**src/rtl/uart_rx_fifo.sv**
```systemverilog
// 8N1 UART receiver feeding a first-word-fall-through byte FIFO.
// Captures bytes from an asynchronous serial line and presents them on a
// valid/ready stream. It flags framing errors and bytes dropped on overflow.
//
// Ports:
//   clk_i         system clock
//   reset_i       synchronous, active-high reset
//   rxd_i         asynchronous serial line, idles high
//   data_o        byte at FIFO head (0 when empty)
//   valid_o       FIFO not empty
//   ready_i       consumer accepts data_o when valid_o & ready_i
//   frame_err_o   one-cycle pulse when a stop bit samples 0
//   overflow_o    one-cycle pulse when a good byte is dropped (FIFO full)
//   fifo_count_o  current FIFO occupancy
module uart_rx_fifo #(
    parameter int unsigned CLK_FREQ   = 40000000,
    parameter int unsigned BAUD       = 115200,
    parameter int unsigned FIFO_DEPTH = 16
) (
    input  logic                          clk_i,
    input  logic                          reset_i,
    input  logic                          rxd_i,
    output logic [7:0]                    data_o,
    output logic                          valid_o,
    input  logic                          ready_i,
    output logic                          frame_err_o,
    output logic                          overflow_o,
    output logic [$clog2(FIFO_DEPTH):0]   fifo_count_o
);

    localparam int unsigned CLKS_PER_BIT = CLK_FREQ / BAUD;
    localparam int unsigned CNT_W  = (CLKS_PER_BIT > 1) ? $clog2(CLKS_PER_BIT) : 1;
    localparam int unsigned PTR_W  = $clog2(FIFO_DEPTH);
    localparam int unsigned OCC_W  = PTR_W + 1;

    localparam logic [CNT_W-1:0] BIT_LAST = CNT_W'(CLKS_PER_BIT - 1);
    localparam logic [CNT_W-1:0] BIT_MID  = CNT_W'(CLKS_PER_BIT / 2 - 1);
    localparam logic [OCC_W-1:0] OCC_FULL = OCC_W'(FIFO_DEPTH);

    typedef enum logic [1:0] {
        IDLE,
        START,
        DATA,
        STOP
    } state_t;

    state_t             state;
    logic               rx_meta;
    logic               rxs;
    logic [CNT_W-1:0]   baud_cnt;
    logic [2:0]         bit_idx;
    logic [7:0]         shift;

    logic [7:0]         mem [FIFO_DEPTH];
    logic [PTR_W-1:0]   wr_ptr;
    logic [PTR_W-1:0]   rd_ptr;
    logic [OCC_W-1:0]   count;

    logic               push_c;
    logic               pop_c;
    logic               push_ok_c;

    // Two-flop synchronizer; resets to the idle line level
    always_ff @(posedge clk_i) begin
        if (reset_i) begin
            rx_meta <= 1'b1;
            rxs     <= 1'b1;
        end else begin
            rx_meta <= rxd_i;
            rxs     <= rx_meta;
        end
    end

    // Receive FSM with baud counter; counter restarts on every state change
    always_ff @(posedge clk_i) begin
        if (reset_i) begin
            state       <= IDLE;
            baud_cnt    <= '0;
            bit_idx     <= '0;
            shift       <= '0;
            frame_err_o <= 1'b0;
        end else begin
            frame_err_o <= 1'b0;
            baud_cnt    <= (baud_cnt == BIT_LAST) ? '0 : baud_cnt + CNT_W'(1);
            unique case (state)
                IDLE: begin
                    if (!rxs) begin
                        state    <= START;
                        baud_cnt <= '0;
                    end
                end
                START: begin
                    // Mid start bit: a line back high is a glitch
                    if (baud_cnt == BIT_MID) begin
                        baud_cnt <= '0;
                        bit_idx  <= '0;
                        state    <= rxs ? IDLE : DATA;
                    end
                end
                DATA: begin
                    if (baud_cnt == BIT_LAST) begin
                        shift   <= {rxs, shift[7:1]};
                        bit_idx <= bit_idx + 3'd1;
                        if (bit_idx == 3'd7) begin
                            state    <= STOP;
                            baud_cnt <= '0;
                        end
                    end
                end
                STOP: begin
                    // Leave at mid stop bit so the next start edge is caught early
                    if (baud_cnt == BIT_LAST) begin
                        state       <= IDLE;
                        baud_cnt    <= '0;
                        frame_err_o <= !rxs;
                    end
                end
                default: state <= IDLE;
            endcase
        end
    end

    assign push_c    = !reset_i && (state == STOP) && (baud_cnt == BIT_LAST) && rxs;
    assign pop_c     = valid_o && ready_i;
    assign push_ok_c = push_c && ((count != OCC_FULL) || pop_c);

    // FIFO storage, written only on an accepted push
    always_ff @(posedge clk_i) begin
        if (push_ok_c) begin
            mem[wr_ptr] <= shift;
        end
    end

    // FIFO pointers, occupancy and overflow pulse
    always_ff @(posedge clk_i) begin
        if (reset_i) begin
            wr_ptr     <= '0;
            rd_ptr     <= '0;
            count      <= '0;
            overflow_o <= 1'b0;
        end else begin
            overflow_o <= push_c && !push_ok_c;
            if (push_ok_c) begin
                wr_ptr <= wr_ptr + PTR_W'(1);
            end
            if (pop_c) begin
                rd_ptr <= rd_ptr + PTR_W'(1);
            end
            if (push_ok_c && !pop_c) begin
                count <= count + OCC_W'(1);
            end else if (!push_ok_c && pop_c) begin
                count <= count - OCC_W'(1);
            end
        end
    end

    assign valid_o      = (count != '0);
    assign data_o       = valid_o ? mem[rd_ptr] : 8'h00;
    assign fifo_count_o = count;

endmodule
```
**config.mk**
```make
export PLATFORM = sky130hd
export DESIGN_NAME = uart_rx_fifo
export DESIGN_NICKNAME = d
export VERILOG_FILES = /design/src/rtl/uart_rx_fifo.sv
export SDC_FILE = /design/constraint.sdc
export NUM_CORES = 1
export LEC_CHECK = 0
export CORE_MARGIN = 2
export CORE_UTILIZATION = 45
export CTS_CLUSTER_DIAMETER = 120
export DETAILED_ROUTE_END_ITERATION = 8
export SLEW_MARGIN = 20
export SYNTH_ARGS = -nofsm -noshare
export SYNTH_HDL_FRONTEND = slang
export SYNTH_SLANG_ARGS = --single-unit
```
**constraint.sdc**
```tcl
create_clock -name clk_i -period 3.7 [get_ports clk_i]
set_input_delay 0.74 -clock clk_i [delete_from_list [all_inputs] [get_ports clk_i]]
set_output_delay 0.74 -clock clk_i [all_outputs]
set_load 0.01 [all_outputs]
```
Word level (Yosys, flattened, before mapping)
Memory sizes are Yosys's and may differ from the RTL's. A register that Yosys moved wholly into a read port is not among the register bits. Index checks and enable logic that the tools add are counted.

$mul: 0. Equality and inequality tests: 12. Bitwise logic cells: 2. Mux-type cells: 24. Add/sub/neg operators: 6. Div/mod/pow operators: 0. Shift operators: 0. Reductions and logical operators: 21. Order comparisons: 0.

Operators by type and width (count): $mux W9 (6); $pmux W9 S4 (1); $mux W2 (6); $mux W5 (2); $ne A2 B2 Y1 const B (5); $add A9 B1 Y9 const B (1); $eq A9 B8 Y1 const B (1); $eq A9 B9 Y1 const B (1); $add A4 B1 Y4 const B (2); $logic_and A1 B1 Y1 (8); $mux W4 (2); $mux W8 (1); $pmux W2 S4 (1); $mux W3 (2); $pmux W3 S2 (1); $add A5 B1 Y5 const B (1); $ne A5 B5 Y1 const B (1); $reduce_and A5 Y1 (1); $reduce_bool A5 Y1 (1); $sub A5 B1 Y5 const B (1); $eq A2 B2 Y1 const B (2); $logic_not A1 Y1 (4); $reduce_bool A2 Y1 (2); $add A3 B1 Y3 const B (1); other kinds (9) (11).

Bits in writable memories: 128. Latch bits: 0. Register bits: 39. Memory bits (read-only): 0. Logic and storage cells: 77. Output and inout bits: 16. Memories: 1.

Memories: mem (depth 16, bits a word 8, rd ports 1, clocked after memory_dff 1, write ports 1, RTL line 54) `logic [7:0] mem [FIFO_DEPTH];`.

Depth between registers and ports, before layout
Depth in word-level cells: 9. Depth in mapped cells: 13. Mapped depth without buffers: 12.

Worst setup path before layout
Ideal clock, no wire load.

Kind: register to register. Start point: register count[0], in the netlist fifo_count_o[0]. End point: register count[4], in the netlist fifo_count_o[4]. Arrival time: 2.836 ns. Setup time: 0.121 ns. Slack: 0.744 ns. Period minus slack after synthesis: 2.956 ns. Stages on the path, launching flop included: 11. Required time: 3.579 ns. Path through: dfxtp_1 > or4_1 > buf_2 > o2111ai_4 > nor2_2 > ha_1 > fa_1 > nand2b_1 > a21oi_1 > mux2i_1 > mux2_2.

Word-level cells in the longest chain between the ends: 7. Elaborated cells between the ends (all ways): 14. Those cells by class: 2 x add/sub; 1 x eq/ne; 2 x mux; 9 x reduce/logical.

Ends and longest elaborated chain: start, declared (RTL line 57) `logic [OCC_W-1:0] count;`; start signal, assigned (RTL line 150) `count <= count + OCC_W'(1);`; start signal, assigned (RTL line 152) `count <= count - OCC_W'(1);`; $reduce_bool A5 Y1 (RTL line 157) `assign valid_o = (count != '0);`; $logic_and A1 B1 Y1 (RTL line 124) `assign pop_c = valid_o && ready_i;`; $logic_or A1 B1 Y1 (*) (RTL line 125) `assign push_ok_c = push_c && ((count != OCC_FULL) || pop_c);`; $logic_and A1 B1 Y1 (*) (RTL line 125); via push_ok_c (RTL line 61) `logic push_ok_c;`; $logic_not A1 Y1 (RTL line 151) `end else if (!push_ok_c && pop_c) begin`; $logic_and A1 B1 Y1 (RTL line 151); $reduce_bool A2 Y1 (no line).

The timed path passes the listed nets; every way through them passes the cells marked *. The select of a mux whose other input is x is not followed. A chain may end at the register's enable or synchronous reset.

==> run_results.csv <==
group,metric,value,unit
sta,slew_viol_final,0,
die,die-width,129,µm
sta,hold_violations,0,
clocking,cts.clk_slew.worst_paths,0.06,ns
worst_hold_path,hp-class,"register to register",
finish,diodes,0,
sta,slew_headroom,0.471,
detailed_routing,drc,0,
clocking,root_buffer,"clkbuf_16",
detailed_routing,wl_met3,548,µm
synth,syn_nets,463,
detailed_routing,firstDrtPassIters,5,
clocking,cts_hold_buf,0,
finish,fin_nets,502,
grt,grt_pass1_vias,3873,
finish,final_area,8150,µm²
placed_design,hpwl,8640,µm
finish,drive_above_1_share,0.192,
placed_design,io_buffer_count,19,
grt,grt_pass1_wl,21700,µm
critical_path,path_cells,"buf_4, mux4_2, a211oi_1, a211oi_1, clkdlybuf4s50_1",
sta,finalSetupTns,0,ns
synth,synth_cell_types,47,
grt,antenna_found_initial,0,
synth,synth-async-reset-ratio,0,
clocking,clk_latency,0.42,ns
critical_path,cp_max_fo,10,
detailed_routing,ant_nets,0,
detailed_routing,vias_per_cell,5.54,
synth,avgSynthCellArea,15.8,µm²
clocking,clock_sinks,171,
sta,hold-worst-slack,0.409,ns
finish,synthToLayoutAreaGrowth,16.0,%
critical_path,critPathSlowestCell,"dfxtp_2",
die,num_rows,45,
grt,grt_max_degree,35,
synth,synth_ff_type,"edfxtp_1",
sta,layout_min_cycle_time,3.46,ns
placed_design,gp_congestion,0.789,
sta,max_freq,289,MHz
detailed_routing,top_layer,"met4",
sta,tightest_slew,0.793,ns
finish,num-fill-cells,1227,
die,die_h,129,µm
clocking,htreeDepth,4,
detailed_routing,drt_wl_total,13500,µm
placed_design,dpl_cell_area,7560,µm²
die,initial_core_util,0.462,
sta,fin_crit_sh,0.934,
clocking,cts_buffer_depth,2,
placed_design,pre_cts_slack,0.195,ns
power_and_ir_drop,vdd_ir_drop_max,0.306,mV
clocking,cts_buffers,17,
die,core,15200,µm²
critical_path,ff2ff_setup_slack,0.58,ns
clocking,post_cts_buffers,0,
power_and_ir_drop,powerDensity,471,nW/µm²
power_and_ir_drop,p_leak,2.68,nW
flow_run,cap_viol_max_count,0,
detailed_routing,routedLengthMet1,6160,µm
sta,skew,0.00728,ns
synth,synth-seq-cells,171,
clocking,ctsResizeCount,0,
grt,grt_overflow,0,
synth,netlist_instances,444,
detailed_routing,drtIter0Drc,290,
critical_path,crit_type,"register to primary output",
power_and_ir_drop,p_total,0.00384,W
die,num_io_pins,20,
critical_path,path_common_cell,"a211oi_1",
synth,yosysSeqAreaShare,0.670,
critical_path,required,2.96,ns
sta,rsz0062_at_grt,"no",
critical_path,worstPathArrival,2.72,ns
synth,yosys_warnings,0,
detailed_routing,met2_length,6640,µm
synth,synth_area,7020,µm²
detailed_routing,wire_per_inst,19.7,µm
outcome,status,"finished clean",
grt,grt_usage,0.180,
die,dieArea,16600,µm²
detailed_routing,vias,3787,
critical_path,cp-end-kind,"primary output",
synth,synth-edff-count,128,
sta,setup_viol,0,
critical_path,critPathLaunchType,"register",
sta,fin_ws,0.243,ns
clocking,cts_tree,"yes",
critical_path,critPathMaxStageDelay,0.53,ns
## layout by cell type (no fill, tap or decap), types with 3 or more instances in the layout
| cell | netlist | routed |
|---|---|---|
| or4_1 | 4 | 4 |
| nand4_1 | 3 | 3 |
| a211oi_1 | 16 | 16 |
| nand2_1 | 10 | 10 |
| clkbuf_1 | 11 | 4 |
| nand3_1 | 10 | 10 |
| nand2b_1 | 5 | 5 |
| bufinv_16 | 0 | 3 |
| o211ai_1 | 3 | 3 |
| ha_1 | 14 | 14 |
| clkinv_2 | 0 | 4 |
| edfxtp_1 | 128 | 128 |
| inv_1 | 14 | 14 |
| nor3_1 | 10 | 10 |
| a21oi_1 | 9 | 9 |
| mux4_2 | 32 | 32 |
| nor4b_1 | 8 | 5 |
| buf_4 | 2 | 24 |
| nor2_1 | 36 | 36 |
| nor4b_2 | 0 | 3 |
| clkbuf_16 | 0 | 17 |
| mux2i_1 | 20 | 20 |
| and3_1 | 4 | 4 |
| nor2b_1 | 12 | 12 |
| xor2_1 | 11 | 11 |
| clkdlybuf4s50_1 | 0 | 19 |
| dfxtp_1 | 43 | 42 |
## worst paths after layout
path	from	to	depth (start not counted)
min reg2reg	rx_meta	rxs	1
max	register	data_o[2]	5
min	rx_meta	rxs	1
max reg2reg	fifo_count_o[0]	fifo_count_o[4]	9
## routing by layer
layer  vias up  track usage
li1       1796            -
met1      1902        0.245
met2        77        0.287
met3        12       0.0345
met4         0       0.0703
met5         -            0
## final cells by class
class	count	area, µm²	area share
Multi-Input combinational cell	235	2180	0.267
Clock buffer	23	468	0.0574
Timing Repair Buffer	44	390	0.0479
Tap cell	188	235	0.0289
Clock inverter	9	121	0.0149
Sequential cell	171	4710	0.577
Inverter	14	52.6	0.00645
## critical path: cells and delay by family, from the launching register on
family,cells,cell delay (ns)
muxes,1,0.50
AOI/OAI and AO/OA,2,0.48
DFF,1,0.53
buffers and inverters,2,0.78
## Yosys cell counts, drive strengths merged (2+ instances only)
master	number	area share
nand4	3	0.0027
or2	2	0.0018
nand4b	2	0.0025
ha	14	0.025
clkbuf	11	0.0059
dfxtp	43	0.12
o211ai	3	0.0032
nor2	37	0.020
nand3	11	0.0086
nand2	10	0.0053
a211oi	16	0.017
o31ai	2	0.0021
mux4	32	0.10
xor2	11	0.014
nor3	10	0.0071
nand2b	5	0.0045
and2	2	0.0018
buf	13	0.0098
or4	4	0.0043
and3	4	0.0036
a21oi	9	0.0064
o21ai	3	0.0027
nor4b	8	0.010
mux2i	20	0.028
nor2b	12	0.011
inv	14	0.0075
edfxtp	128	0.55
## flip-flops by register name, summed over array words and instances, names as in the netlist, named ones only
name,flops
rx_meta,1
state,1
overflow_o,1
baud_cnt,9
rxs,1
mem,128
rd_ptr,4
frame_err_o,1
wr_ptr,4
fifo_count_o,5
bit_idx,3
shift,8
## power breakdown
part,leakage (nW),internal [W],switching [W],total [W]
registers,1.53,0.00204,0.00000676,0.00204
clock network,0.288,0.00109,0.000677,0.00177
logic,0.860,0.0000102,0.0000134,0.0000236
## per-stage QoR
step | utilization | std cells
6_report | 0.536 | 684
5_1_grt | 0.536 | 684
4_1_cts | 0.536 | 684
3_5_place_dp | 0.497 | 652
3_3_place_gp | 0.497 | 652
2_1_floorplan | - | 444
## cells by family after synthesis
| group | Yosys count | share of synthesized area |
|---|---|---|
| AOI/OAI and AO/OA | 40 | 0.0426 |
| xor gates and xnor gates | 12 | 0.0150 |
| adders and majority gates | 15 | 0.0278 |
| buffers and inverters | 38 | 0.0232 |
| DFF | 171 | 0.670 |
| muxes | 53 | 0.133 |
| and+or+nand+nor | 115 | 0.0891 |
(Power assumes the default switching activity.)
